## config.mk

```make
export PLATFORM = sky130hd
export DESIGN_NAME = fetch_unit
export DESIGN_NICKNAME = d
export VERILOG_FILES = /design/src/rtl/fetch_unit.sv
export SDC_FILE = /design/constraint.sdc
export NUM_CORES = 1
export LEC_CHECK = 0
export ABC_CLOCK_PERIOD_IN_PS = 2460
export BUFFER_PORTS_ARGS = -buffer_cell sky130_fd_sc_hd__clkbuf_2
export CORE_UTILIZATION = 37
export DETAILED_ROUTE_END_ITERATION = 8
export GPL_ROUTABILITY_DRIVEN = 0
export PLACE_DENSITY = 0.69
export SLEW_MARGIN = 20
export SYNTH_ARGS = -nofsm -noshare
export SYNTH_HDL_FRONTEND = slang
export SYNTH_SLANG_ARGS = --single-unit
```

## constraint.sdc

```tcl
create_clock -name clk -period 2.46 [get_ports clk]
set_input_delay 0.369 -clock clk [delete_from_list [all_inputs] [get_ports clk]]
set_output_delay 0.369 -clock clk [all_outputs]
set_load 0.05 [all_outputs]
```

## src/rtl/fetch_unit.sv

```systemverilog
// -----------------------------------------------------------------------------
// fetch_unit
//
// Instruction-fetch stage for the WISC CPU. It owns the PC, fetches from a
// variable-latency instruction memory over a req/rdy handshake, and holds one
// fetched instruction for decode under a valid/stall handshake. It also takes
// branch redirects and stops fetching once a HLT instruction is captured.
//
// Optional feature macro: FETCH_PERF_CNT_EN
//   When defined, two saturating 32-bit performance counters are added:
//     perf_fetched : +1 for every instruction captured from memory
//     perf_stall   : +1 for every cycle with if_valid=1 and stall=1
//   When undefined, these ports and counters do not exist.
//
// Ports
//   clk             in   clock, all state updates on the rising edge
//   rst             in   synchronous active-high reset
//   stall           in   decode cannot accept if_instr this cycle
//   redirect_valid  in   taken branch/jump, load redirect_pc
//   redirect_pc     in   redirect target address
//   imem_req        out  fetch request to instruction memory
//   imem_addr       out  fetch address (equals pc)
//   imem_rdy        in   imem_rdata valid this cycle (only while imem_req=1)
//   imem_rdata      in   fetched instruction word
//   if_valid        out  if_instr / if_pc hold a valid instruction
//   if_instr        out  buffered instruction
//   if_pc           out  address of if_instr
//   if_pc_plus      out  if_pc + PC_STEP, wrapping at ADDR_W bits
//   pc              out  current fetch PC
//   hlt             out  fetch halted on HLT_OPCODE
//   perf_fetched    out  (FETCH_PERF_CNT_EN only) captured instruction count
//   perf_stall      out  (FETCH_PERF_CNT_EN only) stalled-with-valid cycles
// -----------------------------------------------------------------------------
module fetch_unit #(
    parameter int              ADDR_W     = 16,
    parameter int              INSTR_W    = 16,
    parameter int              PC_STEP    = 2,
    parameter logic [ADDR_W-1:0] RESET_PC = '0,
    parameter logic [3:0]      HLT_OPCODE = 4'hF
) (
    input  logic               clk,
    input  logic               rst,
    input  logic               stall,
    input  logic               redirect_valid,
    input  logic [ADDR_W-1:0]  redirect_pc,
    output logic               imem_req,
    output logic [ADDR_W-1:0]  imem_addr,
    input  logic               imem_rdy,
    input  logic [INSTR_W-1:0] imem_rdata,
    output logic               if_valid,
    output logic [INSTR_W-1:0] if_instr,
    output logic [ADDR_W-1:0]  if_pc,
    output logic [ADDR_W-1:0]  if_pc_plus,
    output logic [ADDR_W-1:0]  pc,
`ifdef FETCH_PERF_CNT_EN
    output logic [31:0]        perf_fetched,
    output logic [31:0]        perf_stall,
`endif
    output logic               hlt
);

    localparam logic [ADDR_W-1:0] STEP = ADDR_W'(PC_STEP);

    typedef enum logic {
        S_FETCH  = 1'b0,
        S_HALTED = 1'b1
    } state_t;

    state_t             state_q, state_d;
    logic [ADDR_W-1:0]  pc_q, pc_d;
    logic               if_valid_q, if_valid_d;
    logic [INSTR_W-1:0] if_instr_q, if_instr_d;
    logic [ADDR_W-1:0]  if_pc_q, if_pc_d;

    logic req;
    logic capture;

    // Next-state logic. Priority: redirect > capture > drain of a consumed slot.
    always_comb begin
        state_d    = state_q;
        pc_d       = pc_q;
        if_valid_d = if_valid_q;
        if_instr_d = if_instr_q;
        if_pc_d    = if_pc_q;
        req        = 1'b0;

        // A request is only made when the slot will be free at the next edge:
        // either it is empty, or decode takes its contents this cycle. Reset
        // and redirect both drop any outstanding request immediately.
        if (state_q == S_FETCH && !redirect_valid && !rst) begin
            req = !if_valid_q || !stall;
        end
        capture = req && imem_rdy;

        if (redirect_valid) begin
            pc_d       = redirect_pc;
            if_valid_d = 1'b0;
            state_d    = S_FETCH;
        end else if (capture) begin
            if_instr_d = imem_rdata;
            if_pc_d    = pc_q;
            if_valid_d = 1'b1;
            // HLT keeps pc pointing at itself so a debugger sees where it stopped.
            if (imem_rdata[INSTR_W-1 -: 4] == HLT_OPCODE) begin
                state_d = S_HALTED;
            end else begin
                pc_d = pc_q + STEP;
            end
        end else if (if_valid_q && !stall) begin
            if_valid_d = 1'b0;
        end
    end

    always_ff @(posedge clk) begin
        if (rst) begin
            state_q    <= S_FETCH;
            pc_q       <= RESET_PC;
            if_valid_q <= 1'b0;
            if_instr_q <= '0;
            if_pc_q    <= '0;
        end else begin
            state_q    <= state_d;
            pc_q       <= pc_d;
            if_valid_q <= if_valid_d;
            if_instr_q <= if_instr_d;
            if_pc_q    <= if_pc_d;
        end
    end

    always_comb begin
        imem_req   = req;
        imem_addr  = pc_q;
        if_valid   = if_valid_q;
        if_instr   = if_instr_q;
        if_pc      = if_pc_q;
        if_pc_plus = if_pc_q + STEP;
        pc         = pc_q;
        hlt        = (state_q == S_HALTED);
    end

`ifdef FETCH_PERF_CNT_EN
    logic [31:0] perf_fetched_q, perf_fetched_d;
    logic [31:0] perf_stall_q, perf_stall_d;

    // Both counters stick at all-ones instead of wrapping.
    always_comb begin
        perf_fetched_d = perf_fetched_q;
        perf_stall_d   = perf_stall_q;
        if (capture && perf_fetched_q != 32'hFFFF_FFFF) begin
            perf_fetched_d = perf_fetched_q + 32'd1;
        end
        if (if_valid_q && stall && perf_stall_q != 32'hFFFF_FFFF) begin
            perf_stall_d = perf_stall_q + 32'd1;
        end
    end

    always_ff @(posedge clk) begin
        if (rst) begin
            perf_fetched_q <= '0;
            perf_stall_q   <= '0;
        end else begin
            perf_fetched_q <= perf_fetched_d;
            perf_stall_q   <= perf_stall_d;
        end
    end

    always_comb begin
        perf_fetched = perf_fetched_q;
        perf_stall   = perf_stall_q;
    end
`endif

endmodule
```

==> flow_summary.json <==
{
  "vdd_drop_max_mv": 0.221,
  "fp.dieArea_um2": 7210,
  "viasPerCell": 5.15,
  "final_cell_mix": "118 x clkbuf_2, 76 x nand2_1, 47 x dfxtp_1, 37 x a21oi_1, 13 x nor2_1",
  "hold_buffers": 0,
  "synth_nets": 365,
  "start_util_pct": 39.1,
  "synth_ff_type": "dfxtp_1",
  "critPathBufInv": 1,
  "fin_ws_ps": 187,
  "worstReg2RegStart": "imem_addr[2]",
  "critPathSlowestCell": "dfxtp_1",
  "clockRootBuffer": "clkbuf_8",
  "syn_avg_cell_area_um2": 7.80,
  "diodes": 0,
  "hpwl_mm": 5.25,
  "nets": 469,
  "critPathMaxFanout": 5,
  "tightest_slew_ps": 566,
  "worst_ep_arrival_time_ps": 1900,
  "clk_path_buf_depth": 2,
  "drt_iter0_drc": 135,
  "violations": "design-rule violations",
  "clk_transition_reported_paths_ps": 90,
  "cp_cell_sequence": "and3_1 > nand3_2 > nor4_4 > xor2_2 > clkbuf_4",
  "grtUsageTotal_pct": 20.3,
  "rrSetupSlack_ps": 460,
  "numCtsBuffers": 5,
  "routed_wl_mm": 7.06,
  "grt_pass1_wl_mm": 11.8,
  "setup_tns_ps": 0,
  "num_io_pins": 120,
  "row_count": 29,
  "final-seq-area_um2": 1000,
  "reg2regPathDepth": 5,
  "final_common_cell": "clkbuf_2",
  "clock_sinks": 50,
  "ctsHtreeMaxLevel": 2,
  "drv_slew": 0,
  "worstSetupEndpoint": "if_pc_plus[15]",
  "p_leak_nw": 1.45,
  "criticalPathCategory": "register to primary output",
  "cp_slowest_stage_delay_ps": 420,
  "syn-cell-area_um2": 2540,
  "cts_tree": "done",
  "synthArstFlopShare_pct": 0,
  "die_height_um": 84.9,
  "die_x_um": 84.9,
  "final-setup-viol-count": 0,
  "synthCells": 326,
  "cp-startpoint": "if_pc[4]",
  "cp-start-kind": "register",
  "via_count": 2615,
  "floorplan.core_area_um2": 6490,
  "post_drt_wl_per_cell_um": 13.9,
  "yosys_warnings": 0,
  "fin_crit_sh_pct": 92.4,
  "critical_path_required_ps": 2090,
  "fmax_mhz": 440,
  "crit_cells": 5,
  "multi_input_area_um2": 1390,
  "portBuffers": 119,
  "fin_crit_ps": 2270,
  "hold_class": "input pin to register",
  "grt_pass1_vias": 2382,
  "fin_skew_ps": 9.02,
  "seq_area_frac_synth_pct": 39.4,
  "hold_viol": 0,
  "synth_edf_count": 0,
  "outcome": "finished, violations left",
  "drt_first_pass_iters": 7,
  "grt_max_degree": 55,
  "drive_gt1_share_pct": 36.7,
  "post-route-drc-count": 9,
  "clkLatencyLatePin_ps": 300,
  "postCtsSetupBuffers": 0,
  "n_fill_cell": 679,
  "rsz0062_at_grt": "no",
  "antenna_found_initial": 0,
  "yosys_register_bits": 50,
  "end_kind": "primary output",
  "ant_nets": 0,
  "globalRouteOverflowTotal": 0,
  "max_slew_margin_pct": 62.3,
  "crit_family": "simple AND/OR/NAND/NOR gates",
  "maxCapViolCount": 0,
  "p_per_area_nw_per_um2": 537,
  "synthToLayoutAreaGrowth_pct": 29.6,
  "dp_slack_ps": 281,
  "worstReg2RegEnd": "imem_addr[7]",
  "synth_cell_types": 46
}
synth_stat cells, types with 5 or more instances:
cell type / instances / area (um^2)
nor3_1: 10 / 50.1
nand2_1: 76 / 285
xor2_1: 6 / 52.6
inv_1: 10 / 37.5
and4_1: 5 / 43.8
dfxtp_1: 50 / 1000
nand4_1: 8 / 50.1
nand3_1: 11 / 55.1
clkbuf_1: 14 / 52.6
xnor2_1: 10 / 87.6
a21oi_1: 37 / 185
nor2_1: 14 / 52.6
buf_4: 17 / 128
how the worst min path moves through the flow:
stage	startpoint	end	slack (ps)	cells past startpoint
2_1_floorplan	imem_rdata[8]	if_instr[8]	510	2
3_3_place_gp	if_instr[6]	if_instr[6]	440	2
3_5_place_dp	if_instr[1]	if_instr[1]	450	2
4_1_cts	imem_rdata[11]	if_instr[11]	270	3
5_1_grt	imem_rdata[1]	if_instr[1]	270	3
6_report	imem_rdata[10]	if_instr[10]	280	3
state kept, by name, indices dropped and copies added, names as in the netlist:
signal / cells
if_pc: 16
if_instr: 16
if_valid: 1
hlt: 1
imem_addr: 16
tightest hold or removal path: stages:
cell and delay (ps):
clkbuf_2 80, nand2_1 40, a21oi_1 50
metrics by stage:
step | instance area (um^2) | cells | hold WS, ps | utilization (%) | power, mW
after floorplan | 2580 | 326 | 505 | - | 1.22
after global placement | 3170 | 500 | 442 | 48.9 | 1.31
after detailed placement | 3170 | 500 | 448 | 48.9 | 1.32
after CTS | 3270 | 508 | 269 | 50.3 | 1.79
after global routing | 3300 | 508 | 272 | 50.7 | 1.86
final | 3300 | 508 | 275 | 50.7 | 1.77
metal layers:
layer,vias up,global-route usage [%],wire length (um),part of all wire [%]
li1,1332,-,-,-
met1,1176,28.0,3170,45
met2,101,33.5,3410,48
met3,6,2.92,392,5.6
met4,0,5.55,81,1.1
met5,-,0,0,0
cell families after synthesis:
logic type,after synthesis,synth area share [%]
compound gates,67,16.7
xor+xnor,16,5.51
fa+ha+maj,2,0.984
buf+inv,43,8.91
flops,50,39.4
mux,2,0.787
simple gates,146,27.7
report_power, final:
part           leakage [nW]  switching (mW)  total, mW  internal [mW]
Combinational         0.990           0.304      0.410          0.105
Clock                0.0452           0.272      0.473          0.201
Sequential            0.410          0.0471      0.888          0.841
Total                  1.45           0.623       1.77           1.15
final cells by class:
cell class              instances  share of cell area (%)
well taps                      77                    2.92
flip-flops and latches         50                    30.5
inverters                      10                    1.14
repair buffers                130                    20.7
multi-input cells             233                    42.2
clock inverters                 2                   0.418
clock buffers                   6                    2.20
what timing repair did:
action | 4_1_cts | 5_1_grt
pin swaps | 0 | 0
gates resized for setup | 1 | 9
hold endpoints to repair | 0 | 0
endpoints found under the setup margin | 1 | 3
Note: power is estimated with default switching activity, not from simulation.
